## src/rtl/systolic_drain.sv

```systemverilog
// Drains the MAC array C accumulators row by row, bottom row first, onto a valid/ready stream.
// Each row takes one LOAD cycle (shift + capture) and then waits in SEND for the downstream handshake.
module systolic_drain #(
  parameter  int DIM    = 4,
  parameter  int BITS_C = 16,
  localparam int ROWW   = ($clog2(DIM) > 1) ? $clog2(DIM) : 1,
  localparam int W      = DIM * BITS_C
) (
  input  logic            clk,
  input  logic            rst_n,
  input  logic            start,
  output logic            busy,
  output logic            wr_en,
  output logic [W-1:0]    c_head,
  input  logic [W-1:0]    c_tail,
  output logic            out_valid,
  input  logic            out_ready,
  output logic [W-1:0]    out_data,
  output logic [ROWW-1:0] out_row,
  output logic            out_last,
  output logic            done
);

  typedef enum logic [1:0] {
    IDLE = 2'd0,
    LOAD = 2'd1,
    SEND = 2'd2
  } state_t;

  localparam logic [ROWW-1:0] LAST = ROWW'(DIM - 1);

  state_t          state;
  state_t          state_nxt;
  logic [ROWW-1:0] cnt;
  logic            last_row;
  logic            hs;

  assign last_row = (cnt == LAST);
  assign hs       = out_valid & out_ready;

  // Zeros enter the top of the chain so the array is clear once all rows have shifted out.
  assign c_head   = '0;

  always_comb begin
    state_nxt = state;
    wr_en     = 1'b0;
    busy      = (state != IDLE);
    case (state)
      IDLE: begin
        if (start) state_nxt = LOAD;
      end
      LOAD: begin
        wr_en     = 1'b1;
        state_nxt = SEND;
      end
      SEND: begin
        if (hs) state_nxt = last_row ? IDLE : LOAD;
      end
      default: state_nxt = IDLE;
    endcase
  end

  always_ff @(posedge clk) begin
    if (!rst_n) begin
      state     <= IDLE;
      cnt       <= '0;
      out_valid <= 1'b0;
      out_data  <= '0;
      out_row   <= '0;
      out_last  <= 1'b0;
      done      <= 1'b0;
    end else begin
      state <= state_nxt;
      done  <= 1'b0;
      case (state)
        IDLE: begin
          if (start) cnt <= '0;
        end
        // c_tail is the bottom row being pushed out by the shift happening at this same edge.
        LOAD: begin
          out_data  <= c_tail;
          out_row   <= LAST - cnt;
          out_last  <= last_row;
          out_valid <= 1'b1;
        end
        SEND: begin
          if (hs) begin
            out_valid <= 1'b0;
            if (last_row) done <= 1'b1;
            else          cnt  <= cnt + ROWW'(1);
          end
        end
        default: ;
      endcase
    end
  end

endmodule

```

## config.mk

```make
export PLATFORM = sky130hd
export DESIGN_NAME = systolic_drain
export DESIGN_NICKNAME = d
export VERILOG_FILES = /design/src/rtl/systolic_drain.sv
export SDC_FILE = /design/constraint.sdc
export NUM_CORES = 1
export LEC_CHECK = 0
export CORE_MARGIN = 2
export CORE_UTILIZATION = 35
export DETAILED_ROUTE_END_ITERATION = 7
export GPL_ROUTABILITY_DRIVEN = 0
export PLACE_DENSITY_LB_ADDON = 0.1
export SYNTH_ARGS = -nofsm -noshare
export SYNTH_HDL_FRONTEND = slang
export SYNTH_SLANG_ARGS = --single-unit
export TNS_END_PERCENT = 1
```

## constraint.sdc

```tcl
create_clock -name clk -period 2.2 [get_ports clk]
set_clock_uncertainty 0.2 [all_clocks]
set_input_delay 0.33 -clock clk [delete_from_list [all_inputs] [get_ports clk]]
set_output_delay 0.33 -clock clk [all_outputs]
set_load 0.01 [all_outputs]
```

; ---- Word level (Yosys, flattened, before mapping)
; Cells that the tools add are included.
[classes]
n_addsub = 2
eq_ne = 6
muxes = 12
n_bitwise = 1
n_reduce_logical = 8
[op_table]
columns = operator, n
row1 = 2-to-1 mux 2 bit, 5
row2 = "inequality test 2 bit, second input constant", 3
row3 = case mux 2 bit (3 select lines), 1
row4 = nonzero test 2 bit, 3
row5 = "== test 2 bit, second input constant", 2
row6 = 2-to-1 mux 1 bit, 4
row7 = case mux 2 bit (2 select lines), 1
row8 = AND reduction 2 bit, 2
row9 = AND reduction 4 bit, 1
row10 = AND reduction 3 bit, 1
row11 = "adder 2 x 1 -> 2 bit, second input constant", 1
row12 = "== test 2 x 1 -> 1 bit, second input constant", 1
row13 = zero test 2 bit, 1
row14 = case mux 1 bit (2 select lines), 1
row15 = "subtractor 2 bit, first input constant", 1
row16 = bitwise AND 1 bit, 1
[totals]
reg_bits = 73
out_inout_bits = 135
wordCells = 36

; ---- Longest topological paths before layout
[depth]
ltp_word = 4
ltp_mapped = 7
mapped_depth_nobuf = 4

; ---- Worst setup path after synthesis
; No wires, ideal clock.
[synth_timing]
path_kind = flip-flop to output port
startpoint = register state[1]
endpoint = output wr_en
arrival_ps = 815
required_time_ps = 1670
path_slack_ps = 855
stages_incl_launch_ff = 5
n_path_buf = 2
cell_sequence = dfxtp_1 nand2b_4 buf_8 inv_8 buf_2
[synth_via]
elab_chain_cells = 2
[synth_lines]
columns = item, line_no
row1 = start: declaration, 32  ; state_t state;
row2 = start signal: assignment, 73  ; state <= state_nxt;
row3 = == test 2 x 1 -> 1 bit, 48  ; case (state)
row4 = 2-to-1 mux 1 bit, 48
row5 = end: declaration, 13  ; output logic wr_en,
; No other way between the ends.

; ---- Worst setup path in the final report
; Same ends and word-level chain as after synthesis.

==> implementation parameters <==
Parameter                              Value

Timing
  Number of setup violations in the final report ... 0
  Count of pins over their slew limit ... 0
  RSZ-0062 raised after global routing ... false
  Slew at the pin closest to its max-slew limit ... 723 ps
  Max Fclk ... 478 MHz
  Setup TNS ... 0 ps
  Fin crit period ... 2090 ps
  Final Hold Vio Count ... 0
  Final setup margin ... 107 ps
  Final clock period utilization by the worst path ... 0.952
  Worst slew margin ... 0.518

Worst setup path
  Depth of the worst register-to-register path ... 4
  Worst-case register-to-register setup slack ... 450 ps
  Critical R2R Launch ... state[1]$_SDFFE_PN0P_
  Type of origin of the critical path ... register
  Path type of the worst setup path ... register to output pin
  Reg-to-Reg End ... out_data[45]$_SDFFE_PN0P_
  Critical path origin ... state[1]$_SDFFE_PN0P_
  End point of the critical path ... wr_en
  Critical Path RT ... 1670 ps
  Crit path largest cell delay ... 510 ps
  Largest driver fanout on the critical path ... 37
  Critical Path End Type ... output pin
  Worst-path cell chain ... nand2b_4 -> clkinv_8 -> clkdlybuf4s50_1
  Slowest cell on the critical path ... sky130_fd_sc_hd__clkdlybuf4s50_1
  Data arrival time at the worst-slack endpoint ... 1560 ps

Synth
  Number of storage elements in the synthesis netlist ... 73
  Cell area after synthesis ... 3350 µm²
  Proportion of synthesized chip area in sequential cells ... 0.436
  Mean area per synthesized cell ... 8.73 µm²
  Yosys synthesis warning count ... 0
  Post-synthesis instance total ... 384
  Post-synth cell types ... 25

Clock network
  Clk sink count ... 73
  Clock latency on the worst-skew pair ... 330 ps
  Clock-pin slew on the worst setup and hold paths ... 70 ps
  Number of buffers on the longest clock path ... 2
  TritonCTS clock tree ... done
  Post-CTS Setup Bufs ... 0
  Clock Root Buffer ... sky130_fd_sc_hd__clkbuf_8
  Deepest level of the CTS H-tree ... 3
  Num CTS Buffers ... 9

Layout
  Most frequent standard cell in the layout excluding fill and tap cells ... sky130_fd_sc_hd__clkdlybuf4s50_1
  Layout cell share with drive strength beyond 1 ... 0.0830
  Core Util, Final ... 0.506
  Synth-to-Final Area Change ... 40.0%
  Layout fillers ... 941
  Number of nets at the end of the flow ... 583
  Most frequent cells in the layout ... sky130_fd_sc_hd__clkdlybuf4s50_1, sky130_fd_sc_hd__nand2_1, sky130_fd_sc_hd__dfxtp_1
  Area used by multi-input combinational logic ... 1450 µm²
  FF+latch area ... 1460 µm²
  Final antenna diode count ... 0

Pwr
  Static Leakage ... 1.76 nW
  Fraction of power consumed by the clock network ... 0.338
  Cell internal power dissipation ... 0.00218 W
  Part of the total power dissipated in combinational logic ... 0.182
  Peak VDD IR ... 0.000299 V
  Cell area power density ... 631 nW/µm²
  Power consumption ... 0.00296 W
  Switching power ... 0.000778 W
  Sequential power share ... 0.480
  Sw Share ... 0.263

Placed design
  IO buf count ... 138
  Worst setup timing slack at the placement stage ... 401 ps
  HPWL after detailed placement ... 5320 µm

GRT
  Global-route wire length before repair ... 12100 µm
  Largest net degree at the start of global routing ... 68
  Global-route total usage across every layer ... 0.147
  Vias in the first global route ... 2591
  Number of antenna violations at the first check in global routing ... 0
  Total global routing overflow ... 0

Die
  Number of top-level design ports ... 203
  Core outline area ... 9280 µm²
  Die width ... 102 µm
  Die outline area ... 10400 µm²
  Height of the die ... 102 µm
  Starting Density ... 0.361
  Row Count ... 35

Worst hold path
  Worst min path class ... primary input to register

Routing
  Post-detailed-route DRC marker count ... 0
  Detail Route Antenna Nets ... 0
  Vias after detailed routing ... 2664
  Per-cell via count in the routed design ... 4.12
  Detailed router's first-iteration violation count ... 64
  Routed Wire Length ... 7670 µm
  WL per Instance ... 11.9 µm
  Number of detailed-route iterations in the first pass ... 3

Outcome
  Result of the run ... complete, no violations

Flow run
  Number of violations of the max-capacitance limit ... 0
[critical path, delay by kind of cell, from the launching register on]
family	cells	cell delay, ps
DFF	1	380
buffers and inverters	2	650
and+or+nand+nor	1	190
[metrics by stage]
stage / hold slack (ps) / cell area [µm²] / instances
floorplan: 261 / 3590 / 447
global placement: 241 / 4500 / 632
detailed placement: 247 / 4500 / 632
CTS: 174 / 4690 / 647
global route: 206 / 4690 / 647
finish: 181 / 4690 / 647
[kinds of logic (layout without fill, tap and decap cells)]
group                    Yosys count  after routing  synth area share
buffers and inverters             90            161             0.203
flip-flops                        73             73             0.436
adder cells (fa/ha/maj)            1              1           0.00373
other                              1             64           0.00112
AO/OA/AOI/OAI                     72             72             0.181
AND/OR/NAND/NOR                  147            147             0.175
[final cells by class]
class | count | share of cell area
clock buffers | 9 | 0.0264
clock inverters | 6 | 0.0128
inverters | 3 | 0.00507
multi-input cells | 284 | 0.308
flip-flops and latches | 73 | 0.312
well taps | 129 | 0.0344
repair buffers | 143 | 0.301
[power by group through the flow]
stage / logic, W / clock network, W / registers, W
floorplan: 0.000332 / 0 / 0.00148
global placement: 0.000542 / 0 / 0.00145
detailed placement: 0.000543 / 0 / 0.00145
CTS: 0.000546 / 0.00105 / 0.00142
global route: 0.000595 / 0.00110 / 0.00143
finish: 0.000539 / 0.00100 / 0.00142
[flip-flops by register name, summed over array words and instances (netlist names)]
| signal | count |
|---|---|
| done | 1 |
| out_last | 1 |
| out_valid | 1 |
| out_data | 64 |
| cnt | 2 |
| out_row | 2 |
| state | 2 |
[cells in the mapped netlist]
library cell               instances  area [µm²]
sky130_fd_sc_hd__a21boi_2         18         203
sky130_fd_sc_hd__nand2_1         136         510
sky130_fd_sc_hd__buf_2             1        5.00
sky130_fd_sc_hd__nand2b_4          1        13.8
sky130_fd_sc_hd__ha_1              1        12.5
sky130_fd_sc_hd__inv_8             1        11.3
sky130_fd_sc_hd__o32ai_1           2        17.5
sky130_fd_sc_hd__nand4_1           1        6.26
sky130_fd_sc_hd__buf_4            70         526
sky130_fd_sc_hd__o211a_1           1        10.0
sky130_fd_sc_hd__nand2b_1          3        18.8
sky130_fd_sc_hd__buf_6             5        56.3
sky130_fd_sc_hd__nor2_1            1        3.75
sky130_fd_sc_hd__inv_1             2        7.51
sky130_fd_sc_hd__a21boi_0         37         278
sky130_fd_sc_hd__nand4b_1          1        8.76
sky130_fd_sc_hd__and2_1            1        6.26
sky130_fd_sc_hd__conb_1            1        3.75
sky130_fd_sc_hd__clkbuf_1          8        30.0
sky130_fd_sc_hd__a21oi_1           2        10.0
sky130_fd_sc_hd__dfxtp_1          73        1460
sky130_fd_sc_hd__or2_2             1        6.26
sky130_fd_sc_hd__a21boi_1         12        90.1
sky130_fd_sc_hd__buf_8             3        45.0
sky130_fd_sc_hd__nor2b_1           2        12.5
[how the worst min path moves through the flow]
stage,from,endpoint,cells after the start
after floorplan,cnt[1]$_SDFFE_PN0P_,cnt[1]$_SDFFE_PN0P_,2
after global placement,out_data[24]$_SDFFE_PN0P_,out_data[24]$_SDFFE_PN0P_,2
after detailed placement,out_data[23]$_SDFFE_PN0P_,out_data[23]$_SDFFE_PN0P_,2
after CTS,rst_n,out_valid$_SDFFE_PN0P_,2
after global routing,rst_n,out_valid$_SDFFE_PN0P_,2
final,rst_n,out_valid$_SDFFE_PN0P_,2
[layer usage]
metal | routed length [µm] | GRT usage | up-vias
li1 | - | - | 1346
met1 | 3360 | 0.173 | 1197
met2 | 3370 | 0.238 | 113
met3 | 847 | 0.0622 | 8
met4 | 82 | 0.0585 | 0
met5 | 0 | 0 | -
[repair_timing]
item	4_1_cts	5_1_grt
gates resized for setup	0	2
hold buffers	0	0
endpoints found under the setup margin	0	1
No activity file was read; power rests on OpenSTA's default activity.
